**config.mk**
```make
export PLATFORM = sky130hd
export DESIGN_NAME = branch_predictor
export DESIGN_NICKNAME = d
export VERILOG_FILES = /design/src/rtl/branch_predictor.sv
export SDC_FILE = /design/constraint.sdc
export NUM_CORES = 2
export LEC_CHECK = 0
export BUFFER_PORTS_ARGS = -buffer_cell sky130_fd_sc_hd__buf_4
export CORE_MARGIN = 5
export CORE_UTILIZATION = 55
export DETAILED_ROUTE_END_ITERATION = 7
export PLACE_DENSITY = 0.74
export SLEW_MARGIN = 30
export SYNTH_ARGS = -nofsm -noshare
export SYNTH_HDL_FRONTEND = slang
export SYNTH_SLANG_ARGS = --single-unit
```
**constraint.sdc**
```tcl
create_clock -name clk -period 10.5 [get_ports clk]
set_input_delay 1.05 -clock clk [delete_from_list [all_inputs] [get_ports clk]]
set_output_delay 1.05 -clock clk [all_outputs]
set_load 0.02 [all_outputs]
```
**src/rtl/branch_predictor.sv**
```systemverilog
// Direct-mapped branch predictor: per-entry tag, target and saturating counter.
// Zero-latency fetch lookup, execute-stage training and branch/miss counters.
//
// Ports:
//   clk, rst            clock; asynchronous active-low reset
//   pred_en             1 = dynamic prediction, 0 = static not-taken
//   f_pc                fetch PC to look up
//   predict_taken       redirect fetch to predict_target
//   predict_target      entry target on hit, else f_pc + 4
//   predict_hit         f_pc matches a valid entry
//   upd_valid           a conditional branch resolves this cycle
//   upd_pc              PC of the resolved branch
//   upd_taken           resolved outcome
//   upd_target          resolved target
//   upd_mispredict      prediction used for this branch was wrong
//   branch_cnt          saturating count of resolved branches
//   miss_cnt            saturating count of mispredictions
module branch_predictor #(
    parameter int ENTRIES = 16,
    parameter int CTR_W   = 2
) (
    input  logic        clk,
    input  logic        rst,
    input  logic        pred_en,
    input  logic [31:0] f_pc,
    output logic        predict_taken,
    output logic [31:0] predict_target,
    output logic        predict_hit,
    input  logic        upd_valid,
    input  logic [31:0] upd_pc,
    input  logic        upd_taken,
    input  logic [31:0] upd_target,
    input  logic        upd_mispredict,
    output logic [31:0] branch_cnt,
    output logic [31:0] miss_cnt
);

    localparam int IDX_W = $clog2(ENTRIES);
    localparam int TAG_W = 30 - IDX_W;

    localparam logic [CTR_W-1:0] CTR_MAX  = {CTR_W{1'b1}};
    localparam logic [CTR_W-1:0] CTR_WEAK = CTR_W'(1 << (CTR_W - 1));

    logic             valid_q [ENTRIES];
    logic [TAG_W-1:0] tag_q   [ENTRIES];
    logic [31:0]      tgt_q   [ENTRIES];
    logic [CTR_W-1:0] ctr_q   [ENTRIES];

    logic [IDX_W-1:0] f_idx;
    logic [TAG_W-1:0] f_tag;
    logic [IDX_W-1:0] u_idx;
    logic [TAG_W-1:0] u_tag;
    logic             u_hit;
    logic [CTR_W-1:0] u_ctr;

    // Byte offset bits never select an entry.
    logic unused_pc_lsb;
    assign unused_pc_lsb = ^{f_pc[1:0], upd_pc[1:0]};

    assign f_idx = f_pc[IDX_W+1:2];
    assign f_tag = f_pc[31:IDX_W+2];
    assign u_idx = upd_pc[IDX_W+1:2];
    assign u_tag = upd_pc[31:IDX_W+2];

    // Lookup reads the stored state only, so a same-cycle update to the
    // same index is seen from the next cycle on.
    always_comb begin
        predict_hit    = 1'b0;
        predict_taken  = 1'b0;
        predict_target = f_pc + 32'd4;
        if (rst && valid_q[f_idx] && (tag_q[f_idx] == f_tag)) begin
            predict_hit    = 1'b1;
            predict_target = tgt_q[f_idx];
            predict_taken  = pred_en & ctr_q[f_idx][CTR_W-1];
        end
    end

    assign u_hit = valid_q[u_idx] && (tag_q[u_idx] == u_tag);
    assign u_ctr = ctr_q[u_idx];

    always_ff @(posedge clk or negedge rst) begin
        if (!rst) begin
            for (int i = 0; i < ENTRIES; i++) begin
                valid_q[i] <= 1'b0;
                tag_q[i]   <= '0;
                tgt_q[i]   <= '0;
                ctr_q[i]   <= '0;
            end
        end else if (upd_valid) begin
            if (u_hit) begin
                if (upd_taken) begin
                    if (u_ctr != CTR_MAX) begin
                        ctr_q[u_idx] <= u_ctr + CTR_W'(1);
                    end
                    tgt_q[u_idx] <= upd_target;
                end else if (u_ctr != '0) begin
                    ctr_q[u_idx] <= u_ctr - CTR_W'(1);
                end
            end else if (upd_taken) begin
                // Direct-mapped: a taken miss evicts whatever lives here.
                valid_q[u_idx] <= 1'b1;
                tag_q[u_idx]   <= u_tag;
                tgt_q[u_idx]   <= upd_target;
                ctr_q[u_idx]   <= CTR_WEAK;
            end
        end
    end

    always_ff @(posedge clk or negedge rst) begin
        if (!rst) begin
            branch_cnt <= '0;
            miss_cnt   <= '0;
        end else if (upd_valid) begin
            if (branch_cnt != '1) begin
                branch_cnt <= branch_cnt + 32'd1;
            end
            if (upd_mispredict && (miss_cnt != '1)) begin
                miss_cnt <= miss_cnt + 32'd1;
            end
        end
    end

endmodule

```
==> implementation parameters <==
Parameter                              Value

Outcome
  Outcome    completed

Timing
  Number of endpoints failing setup at the final stage    0
  Final sum of negative setup slack    0 ps
  RSZ-0062 raised after global routing    no
  Final number of hold-violating endpoints    0
  Worst slew pin tran    around 1100 ps
  Max Clock Skew    35.6 ps
  Worst relative slew slack    between 20 and 30%
  Fin crit period    between 7000 and 8000 ps
  Fmax    approximately 140 MHz
  Final Cycle Share    67.4%
  Count of final max-slew check failures    0

Global route
  GRT Util Overall    a little over a quarter
  GRT Residual Overflow    0
  Pin count of the biggest net entering global routing    180
  Vias in the first global route    32700
  First-pass GRT wire length    209 mm
  Initial antenna violation count    14

Cells and area
  Number of fill cells in the layout    6972
  Area growth syn-to-layout    12.5%
  Final net count    3619
  Non-filler instance count after layout    ~4900
  Sequential cell area in the final layout    around 0.026 mm²
  Share of post-route cells with drive strength above 1    51.6%
  Multi-input gate area in the final layout    0.0248 mm²

Power and ir drop
  Internal    roughly 8.7 mW
  Switching portion of total power    roughly 26%
  Static power due to leakage    between 20 and 30 nW
  Maximum vdd drop    between 0.00015 and 0.0002 V
  Fraction of power consumed by sequential logic    roughly 45%
  Net switching power    3.00 mW
  Relative contribution of the clock network to total power    36.9%
  Combinational cell fraction of total power    approximately 18%
  PD cells    ~200 mW/mm²

Routing
  Post-DR vias/cell    6.44
  DR vias    approximately 31000
  Remaining antenna violation count    0
  Iteration-0 DRC count of the detailed router    about 2700
  DR pass1 iterations    6
  Final Routed Wirelength    around 140 mm
  Post-route DRC violation count    0
  Mean routed wirelength per cell    about 28 µm

Logic synthesis
  Portion of the post-synthesis area used by sequential elements    about half
  Number of synthesized register bits    about 1000
  Share of async-settable or async-resettable flops after synthesis    100%
  Share of Yosys cell area claimed by the top area cell type    between 40% and 50%
  Synthesized instance count    about 3400
  Most instantiated flip-flop cell in the synthesis netlist    sky130_fd_sc_hd__dfrtp_1
  Area contributors post-synth    sky130_fd_sc_hd__dfrtp_1 (50%), sky130_fd_sc_hd__mux2_2 (21%), sky130_fd_sc_hd__mux4_2 (17%)
  Avg Inst Size Synth    between 15 and 20 µm²
  Netlist area before placement    approximately 0.052 mm²
  Count of unique library cells instantiated by Yosys    a little over 70
  Syn. warnings    0
  Cell taking the most area after synthesis    sky130_fd_sc_hd__dfrtp_1
  Total nets after synthesis    ~3500
  Number of synthesized flops with an enable pin    0

Critical path
  R2r setup slk    about 5600 ps
  Largest fanout on the critical path    between 60 and 70
  Cell type group with the largest total delay on the critical path    buffers and inverters
  WP data arrival    6030 ps
  Critical path, cell by cell    buf_8, buf_6, mux4_2, mux4_2, xnor2_1, nand4_1, nor2_1, nand4_1, or4_2, buf_4, a21oi_1, buf_4
  Type of destination of the critical path    primary output
  Slowest library cell on the worst path    sky130_fd_sc_hd__or4_2
  Critical setup path kind    input pin to primary output
  Worst path required time    9450 ps
  Crit start category    input pin
  Worst path bufs/invs    4
  Maximum cell stage delay along the critical path    ~900 ps

Clocking
  Cells resized by post-CTS repair    0
  Clk sink count    about 1000
  Clock network latency to the later pin of the worst-skew pair    slightly above 700 ps
  Post-CTS clock slew at the launch and capture registers of the worst setup and hold paths    approximately 60 ps
  Deepest level of the CTS H-tree    3
  Clock tree from TritonCTS    built
  Root buf cell    sky130_fd_sc_hd__clkbuf_16
  Deepest clock path buffer count    3
  Clock buffers created by TritonCTS    111
  Number of setup buffers added after CTS    0
  Cts hold-fix bufs    0

Floorplan
  Area of the core    around 0.095 mm²
  Cell row count    between 100 and 150
  Floorplan die height    roughly 320 µm
  Floorplan die area    around 0.10 mm²
  Horizontal die dimension    approximately 320 µm
  I/O pin count    200
  Initial cell density of the core    a little under three fifths

Place
  Half-perimeter wire length after detailed placement    ~81 mm
  Post-placement cell count    between 4000 and 5000
  Placer congestion estimate    0.820
  Number of port buffers    between 150 and 200

Min path
  Class of the most critical hold timing path    input pin to async pin

Flow run
  Max-cap viol count    0
## worst paths after layout
path                             from                  to  depth (start not counted)
min in group clk           valid_q[1]          valid_q[1]                          1
min reg2reg                valid_q[1]          valid_q[1]                          1
max reg2reg                tag_q[106]          tag_q[112]                         11
max in group asynchronous         rst          tag_q[140]                          5
max                           f_pc[2]  predict_target[30]                         12
min                               rst      branch_cnt[21]                          1
## flip-flops by register name (all words and copies together) (netlist names)
register / flops
tgt_q: 512
ctr_q: 32
tag_q: 416
miss_cnt: 32
valid_q: 16
branch_cnt: 32
## cell families after synthesis
group | synth area share (%)
buf+inv | 2.90
simple gates | 3.59
fa+ha+maj | 0.120
mux | 39.5
flops | 49.9
compound gates | 1.59
xor+xnor | 2.42
## metrics by stage
step,hold WS (ps),utilization (%),worst slack (ps),instance area (µm²),total power [mW]
3_3_place_gp,461,57.6,3180,54500,7.32
3_5_place_dp,469,57.6,3160,54500,7.42
4_1_cts,306,61.9,3150,58600,11.7
2_1_floorplan,446,-,4860,52200,6.74
6_report,312,62.1,3420,58700,11.7
5_1_grt,344,62.1,3170,58700,12.2
## placed cells by master, fill, tap and decap left out, types with 7 or more instances in the layout
cell                         instances
sky130_fd_sc_hd__dfrtp_1          1040
sky130_fd_sc_hd__mux2_2            979
sky130_fd_sc_hd__mux4_2            395
sky130_fd_sc_hd__buf_4             236
sky130_fd_sc_hd__clkbuf_16         112
sky130_fd_sc_hd__xnor2_1            95
sky130_fd_sc_hd__nand2_1            72
sky130_fd_sc_hd__mux2i_1            67
sky130_fd_sc_hd__nor2_1             59
sky130_fd_sc_hd__xor2_1             49
sky130_fd_sc_hd__nand4_1            46
sky130_fd_sc_hd__nand3_1            43
sky130_fd_sc_hd__a21oi_1            33
sky130_fd_sc_hd__inv_1              29
sky130_fd_sc_hd__o21ai_0            26
sky130_fd_sc_hd__nand2b_1           25
sky130_fd_sc_hd__clkbuf_8           23
sky130_fd_sc_hd__bufinv_16          21
sky130_fd_sc_hd__and3_1             18
sky130_fd_sc_hd__clkbuf_1           18
sky130_fd_sc_hd__clkinv_2           14
sky130_fd_sc_hd__nor3_1             12
sky130_fd_sc_hd__a22oi_1            12
sky130_fd_sc_hd__nand2_2            12
sky130_fd_sc_hd__and4_1             10
sky130_fd_sc_hd__nor2_4              9
sky130_fd_sc_hd__nor2b_1             9
sky130_fd_sc_hd__diode_2             8
sky130_fd_sc_hd__o22ai_1             8
sky130_fd_sc_hd__clkinvlp_4          8
sky130_fd_sc_hd__buf_6               7
## power by group through the flow
stage	Clock [mW]	Sequential (mW)	Combinational [mW]
after floorplan	0	5.14	1.59
after global placement	0	5.23	2.09
after detailed placement	0	5.27	2.15
after CTS	4.37	5.21	2.16
after global routing	4.55	5.30	2.32
final	4.30	5.22	2.15
## metal layers
layer | GRT usage (%) | vias up | wire length, µm
met2 | 42.2 | 1013 | 64700
met3 | 7.42 | 255 | 11300
met5 | 0 | - | 105
li1 | - | 13200 | -
met1 | 37.6 | 16900 | 56900
met4 | 8.41 | 14 | 4170
## cells in the mapped netlist, types with 15 or more instances
cell type and n:
sky130_fd_sc_hd__dfrtp_1 1040, sky130_fd_sc_hd__mux2_2 979, sky130_fd_sc_hd__mux4_2 395, sky130_fd_sc_hd__clkbuf_1 163
sky130_fd_sc_hd__xnor2_1 95, sky130_fd_sc_hd__nand2_1 79, sky130_fd_sc_hd__nor2_1 68, sky130_fd_sc_hd__mux2i_1 67
sky130_fd_sc_hd__buf_1 50, sky130_fd_sc_hd__xor2_1 49, sky130_fd_sc_hd__nand4_1 46, sky130_fd_sc_hd__nand3_1 43
sky130_fd_sc_hd__buf_2 38, sky130_fd_sc_hd__a21oi_1 33, sky130_fd_sc_hd__inv_1 29, sky130_fd_sc_hd__buf_4 26
sky130_fd_sc_hd__o21ai_0 26, sky130_fd_sc_hd__nand2b_1 25, sky130_fd_sc_hd__buf_6 19, sky130_fd_sc_hd__and3_1 18
sky130_fd_sc_hd__nor3_1 15
## layout make-up
class	instances	share of cell area (%)
tap	1265	2.70
timing repair buffer	256	3.62
clock buffer	153	5.43
multi-input combinational	2073	42.2
clock inverter	51	1.47
antenna	8	0.0341
inverter	30	0.192
sequential	1040	44.3
No activity file was read; power rests on OpenSTA's default activity.
